**src/rtl/selector_posicion.sv**
```systemverilog
// selector_posicion: turns pushbuttons, the auto/manual switch and the ambient
// light reading into the registered target-position code P for the blind FSM.
// The chain is: 2-FF synchronisers -> debouncers -> press detectors -> mode FSM.
// A light-zone classifier with hysteresis and dwell filtering runs alongside.
// P codes: 00 bottom, 01 middle, 10 top. The mode FSM state is visible on modo.
module selector_posicion #(
  parameter int DEB_CYCLES   = 50000,
  parameter int DEB_W        = 16,
  parameter int UMBRAL_ALTO  = 180,
  parameter int UMBRAL_BAJO  = 60,
  parameter int HIST         = 10,
  parameter int DWELL_CYCLES = 1000000,
  parameter int DWELL_W      = 24
) (
  input  logic       reloj,
  input  logic       reset,
  input  logic       btn_subir,
  input  logic       btn_medio,
  input  logic       btn_bajar,
  input  logic       modo_auto,
  input  logic [7:0] luz,
  output logic [1:0] P,
  output logic [1:0] modo,
  output logic       cambio
);

  // Mode FSM states, also driven out on modo
  localparam logic [1:0] M_MANUAL   = 2'b00;
  localparam logic [1:0] M_AUTO     = 2'b01;
  localparam logic [1:0] M_OVERRIDE = 2'b10;

  // Zone codes equal the position each zone asks for, so the committed zone
  // doubles as the automatic target
  localparam logic [1:0] Z_CLARO  = 2'b00;
  localparam logic [1:0] Z_MEDIO  = 2'b01;
  localparam logic [1:0] Z_OSCURO = 2'b10;

  // Thresholds widened to 9 bits so the hysteresis offsets cannot wrap
  localparam logic [8:0] TH_ALTO_IN  = 9'(UMBRAL_ALTO);
  localparam logic [8:0] TH_BAJO_IN  = 9'(UMBRAL_BAJO);
  localparam logic [8:0] TH_ALTO_OUT = 9'(UMBRAL_ALTO - HIST);
  localparam logic [8:0] TH_BAJO_OUT = 9'(UMBRAL_BAJO + HIST);

  localparam logic [DEB_W-1:0]   DEB_LAST   = DEB_W'(DEB_CYCLES - 1);
  localparam logic [DWELL_W-1:0] DWELL_LAST = DWELL_W'(DWELL_CYCLES - 1);

  // Bit order for all per-input vectors: 0 subir, 1 medio, 2 bajar, 3 modo_auto
  logic [3:0]       w_raw;
  logic [3:0]       r_sync1;
  logic [3:0]       r_sync2;
  logic [3:0]       r_stable;
  logic [3:0]       r_stable_d;
  logic [DEB_W-1:0] r_deb_cnt [4];
  logic [3:0]       w_press;

  logic [8:0]         w_luz9;
  logic [1:0]         w_cand;
  logic [1:0]         r_cand;
  logic [1:0]         r_zona;
  logic [DWELL_W-1:0] r_dwell;

  logic       w_any;
  logic [1:0] w_req;
  logic [1:0] w_modo_next;
  logic [1:0] w_p_next;
  logic [1:0] r_modo;
  logic [1:0] r_p;
  logic       r_cambio;

  assign w_raw   = {modo_auto, btn_bajar, btn_medio, btn_subir};
  assign w_press = r_stable & ~r_stable_d;
  assign w_luz9  = {1'b0, luz};

  // Two-stage synchroniser for the asynchronous raw inputs
  always_ff @(posedge reloj or negedge reset) begin
    if (!reset) begin
      r_sync1 <= '0;
      r_sync2 <= '0;
    end else begin
      r_sync1 <= w_raw;
      r_sync2 <= r_sync1;
    end
  end

  // Debouncers: the stable level follows the synced level only after a full
  // run of DEB_CYCLES mismatching samples; any agreement restarts the run
  always_ff @(posedge reloj or negedge reset) begin
    if (!reset) begin
      for (int i = 0; i < 4; i++) r_deb_cnt[i] <= '0;
      r_stable <= '0;
    end else begin
      for (int i = 0; i < 4; i++) begin
        if (r_sync2[i] == r_stable[i]) begin
          r_deb_cnt[i] <= '0;
        end else if (r_deb_cnt[i] == DEB_LAST) begin
          r_stable[i]  <= r_sync2[i];
          r_deb_cnt[i] <= '0;
        end else begin
          r_deb_cnt[i] <= r_deb_cnt[i] + 1'b1;
        end
      end
    end
  end

  // Delayed copy of the debounced levels for rising-edge (press) detection
  always_ff @(posedge reloj or negedge reset) begin
    if (!reset) r_stable_d <= '0;
    else        r_stable_d <= r_stable;
  end

  // Candidate zone: where the light level would put us given the committed
  // zone; leaving a zone needs the light to cross back past the margin
  always_comb begin
    w_cand = r_zona;
    case (r_zona)
      Z_CLARO: begin
        if (w_luz9 <= TH_BAJO_IN)       w_cand = Z_OSCURO;
        else if (w_luz9 < TH_ALTO_OUT)  w_cand = Z_MEDIO;
      end
      Z_OSCURO: begin
        if (w_luz9 >= TH_ALTO_IN)       w_cand = Z_CLARO;
        else if (w_luz9 > TH_BAJO_OUT)  w_cand = Z_MEDIO;
      end
      default: begin
        if (w_luz9 >= TH_ALTO_IN)       w_cand = Z_CLARO;
        else if (w_luz9 <= TH_BAJO_IN)  w_cand = Z_OSCURO;
        else                            w_cand = Z_MEDIO;
      end
    endcase
  end

  // Dwell filter: commit a new zone only after the same candidate has been
  // seen on DWELL_CYCLES consecutive edges; a changed candidate restarts it
  always_ff @(posedge reloj or negedge reset) begin
    if (!reset) begin
      r_cand  <= Z_MEDIO;
      r_zona  <= Z_MEDIO;
      r_dwell <= '0;
    end else begin
      r_cand <= w_cand;
      if (w_cand == r_zona) begin
        r_dwell <= '0;
      end else if (w_cand != r_cand) begin
        r_dwell <= DWELL_W'(1);
      end else if (r_dwell == DWELL_LAST) begin
        r_zona  <= w_cand;
        r_dwell <= '0;
      end else begin
        r_dwell <= r_dwell + 1'b1;
      end
    end
  end

  // Button request with downward priority: bajar > medio > subir
  always_comb begin
    w_any = |w_press[2:0];
    if (w_press[2])      w_req = 2'b00;
    else if (w_press[1]) w_req = 2'b01;
    else                 w_req = 2'b10;
  end

  // Mode FSM next state and next position
  always_comb begin
    w_modo_next = r_modo;
    w_p_next    = r_p;
    case (r_modo)
      M_MANUAL: begin
        if (w_press[3]) begin
          w_modo_next = M_AUTO;
          w_p_next    = r_zona;
        end else if (w_any) begin
          w_p_next = w_req;
        end
      end
      M_AUTO: begin
        if (w_any) begin
          w_modo_next = M_OVERRIDE;
          w_p_next    = w_req;
        end else if (!r_stable[3]) begin
          w_modo_next = M_MANUAL;
        end else begin
          w_p_next = r_zona;
        end
      end
      M_OVERRIDE: begin
        if (w_any)        w_p_next    = w_req;
        if (!r_stable[3]) w_modo_next = M_MANUAL;
      end
      default: w_modo_next = M_MANUAL;
    endcase
  end

  // Registered outputs; cambio marks the cycle P first shows a new value
  always_ff @(posedge reloj or negedge reset) begin
    if (!reset) begin
      r_modo   <= M_MANUAL;
      r_p      <= 2'b00;
      r_cambio <= 1'b0;
    end else begin
      r_modo   <= w_modo_next;
      r_p      <= w_p_next;
      r_cambio <= (w_p_next != r_p);
    end
  end

  assign P      = r_p;
  assign modo   = r_modo;
  assign cambio = r_cambio;

endmodule

```
**config.mk**
```make
export PLATFORM = sky130hd
export DESIGN_NAME = selector_posicion
export DESIGN_NICKNAME = d
export VERILOG_FILES = /design/src/rtl/selector_posicion.sv
export SDC_FILE = /design/constraint.sdc
export NUM_CORES = 1
export LEC_CHECK = 0
export ABC_AREA = 1
export CAP_MARGIN = 30
export CORE_ASPECT_RATIO = 0.6
export CORE_UTILIZATION = 45
export DETAILED_ROUTE_END_ITERATION = 8
export PLACE_DENSITY = 0.71
export SLEW_MARGIN = 20
export SYNTH_ARGS = -nofsm -noshare
export SYNTH_HDL_FRONTEND = slang
export SYNTH_SLANG_ARGS = --single-unit
```
**constraint.sdc**
```tcl
create_clock -name reloj -period 1.5 [get_ports reloj]
set_input_delay 0.15 -clock reloj [delete_from_list [all_inputs] [get_ports reloj]]
set_output_delay 0.15 -clock reloj [all_outputs]
set_load 0.05 [all_outputs]
```
==> out/results.ini <==
[yosys]
muxShareOfSynthArea_pct=0.3756
synth_edf_count=0
synth_compound_area_share_pct=6.824
syn_area_um2=5996
yosysMostFrequentCell=nand2_1
syn-num-nets=767
synth_top_cell_area_share_pct=46.33
syn_area_per_cell_um2=8.016
syn_inst=748
synth_top_family_by_area=simple AND/OR/NAND/NOR gates
ys_top_cells_by_area=dfrtp_1 (46%), nand2_1 (8.8%), nor2_1 (6.6%)
synth_ff_type=dfrtp_1
synth-xor-area-share_pct=4.236
synth-seq-cells=113
synth_cell_type_count=39
yosys_warnings=0
synthSimpleGateAreaFrac_pct=32.95
synthTopCellsByCount=nand2_1 (141), dfrtp_1 (111), nor2_1 (105)
seq_area_frac_synth_pct=47.20
synthAdderAreaFrac_pct=1.043
synth.largest_area_cell=dfrtp_1
synthArstFlopShare_pct=100.0

[setup_path]
critPathCapture=r_deb_cnt[43]
r2r_setup_slack_ps=-270
reg2reg_depth=10
critPathLaunchType=register
r2r_end=r_deb_cnt[43]
reg2reg_from=r_deb_cnt[32]
path_class=register to register
cp.required_ps=1830
arrival_ps=2100
crit_path_start=r_deb_cnt[32]
endpoint_kind=register
cp_max_fo=3

[die]
initial_core_util_pct=46.36
coreArea_um2=12930
rows=32
fp.dieW_um=151.0
io_pins=19
die_y_um=91.41
die_area_um2=13800

[global_route]
grt_use_total_pct=24.13
antenna_found_initial=0
grt_max_degree=59
grt_pass1_vias=5595
grt_overflow=0
grt_pass1_wl_um=26260

[clocking]
cts_tree=done
cts_max_path_buffers=2
cts_sinks=113
clk_pin_slew_ps=60
htree_levels=4
worstSkewPairLatency_ps=410
cts_made_buffers=17
cts_root_buffer=clkbuf_16

[worst_hold_path]
hold_depth=1
hp-class=input pin to register

[layout]
nFillCells=903
final_area_um2=9313
drive_gt1_share_pct=42.93
final_util_pct=72.01
final-seq-area_um2=2840
multi_input_area_um2=3582
nets=975
area_growth_pct=55.32
antennaDiodeCount=0

[placement]
gp_congestion=0.9152
placed_area_um2=7418
dp.final_hpwl_um=10190
io_buffers=18
post-place-ws_ps=-452.7

[run]
cap_violations=0

[sta]
period_needed_ps=1770
final_max_slew_viol_count=0
rsz0062_at_grt=yes
clock.fmax_ghz=0.5649
timing.hold.ws_ps=174.9
setup_violations=65
slew_headroom_pct=70.14
hold_viol_final=0
timing.final.crit_share_pct=118.0
clock_skew_ps=10.48
worst_slack_ps=-270.3
worstMarginPinSlew_ps=443.9

[routing]
drc=0
num_vias=5940
firstDrtPassIters=5
drt_iter0_drc=356
drtAntennaViolNets=0
via_per_inst=5.215
wl_per_cell_um=14.96
wl_um=17040

[run_status]
violations=setup timing
status=complete, but fails checks

[power_and_ir_drop]
p_per_area_nw_per_um2=836.2
peakVddDrop_mv=0.7330
p_leak_uw=0.004132

cell families after synthesis:
kind of cell,count (synthesis)
compound gates,77
fa+ha+maj,5
flops,113
simple gates,410
buf+inv,112
xor+xnor,29
mux,2
layout by cell type (no fill, tap or decap), drive strengths merged:
master	instances
nand4	27
ha	5
dlygate4sd3	1
nor3	48
xor2	17
buf	179
inv	106
xnor2	12
and3	1
clkinv	6
or2	4
a21oi	35
nor4	15
nand2	147
mux2	2
a21o	1
clkdlybuf4s50	12
o211ai	1
nor2	109
nand3	51
o22ai	2
clkinvlp	2
bufinv	2
nor3b	7
nand3b	1
dfrtp	111
o31ai	2
o21ai	36
dfstp	2
clkbuf	25
worst min path at each step:
| stage | from | end | slack [ps] |
|---|---|---|---|
| 2_1_floorplan | reset | P[0] | -150 |
| 3_3_place_gp | reset | r_deb_cnt[11] | 190 |
| 3_5_place_dp | reset | r_deb_cnt[11] | 190 |
| 4_1_cts | modo_auto | r_sync1[3] | 160 |
| 5_1_grt | modo_auto | r_sync1[3] | 160 |
| 6_report | modo_auto | r_sync1[3] | 170 |
routing by layer:
layer	vias up	global-route usage (%)	routed length (µm)
met5	-	0	0
met4	0	5.417	116
met3	14	5.276	831
met2	144	36.05	7830
met1	2901	35.44	8259
li1	2881	-	-
repair_timing:
action                                  CTS  global route
setup buffers                            23            34
resized for setup                        96           160
endpoints found under the hold margin   111             0
cloned                                    0             2
endpoints found under the setup margin   83            91
pin swaps                                45            55
hold buffers                              1             0
cell type report:
| class | instances | share of cell area (%) |
|---|---|---|
| Sequential cell | 113 | 30.50 |
| Tap cell | 170 | 2.284 |
| Clock inverter | 9 | 1.155 |
| Inverter | 107 | 4.474 |
| Multi-Input combinational cell | 523 | 38.47 |
| Timing Repair Buffer | 194 | 18.10 |
| Clock buffer | 23 | 5.025 |
critical path, cell delays in order, from the launching register on:
cell and delay, ps:
dfrtp_1 410, buf_6 120, buf_6 90, nand3_4 80
nor3_4 160, nand2_1 90, nor3_2 140, nand4_1 190
buf_4 200, buf_6 110, a21oi_2 110
registers in the layout, summed over array words and instances (netlist names):
register    cells
r_sync2         4
r_deb_cnt      64
r_sync1         4
r_stable        4
r_cand          2
r_dwell        24
cambio          1
r_stable_d      4
P               2
modo            2
r_zona          2
per-stage QoR:
stage,std cells,power (µW),setup TNS (ps)
floorplan,748,3422,-1733
global placement,1056,3653,-15020
detailed placement,1056,3666,-17270
CTS,1111,7678,-6040
global route,1139,8029,-17260
finish,1139,7787,-8545
report_power, final:
| part | leakage [µW] | internal (µW) | total [µW] | switching, µW |
|---|---|---|---|---|
| Clock | 0.000277 | 2530 | 3990 | 1460 |
| Combinational | 0.00233 | 283 | 642 | 359 |
| Sequential | 0.00153 | 3100 | 3150 | 49.7 |
| Total | 0.00413 | 5910 | 7790 | 1870 |
Power figures use the tool's default switching activity.
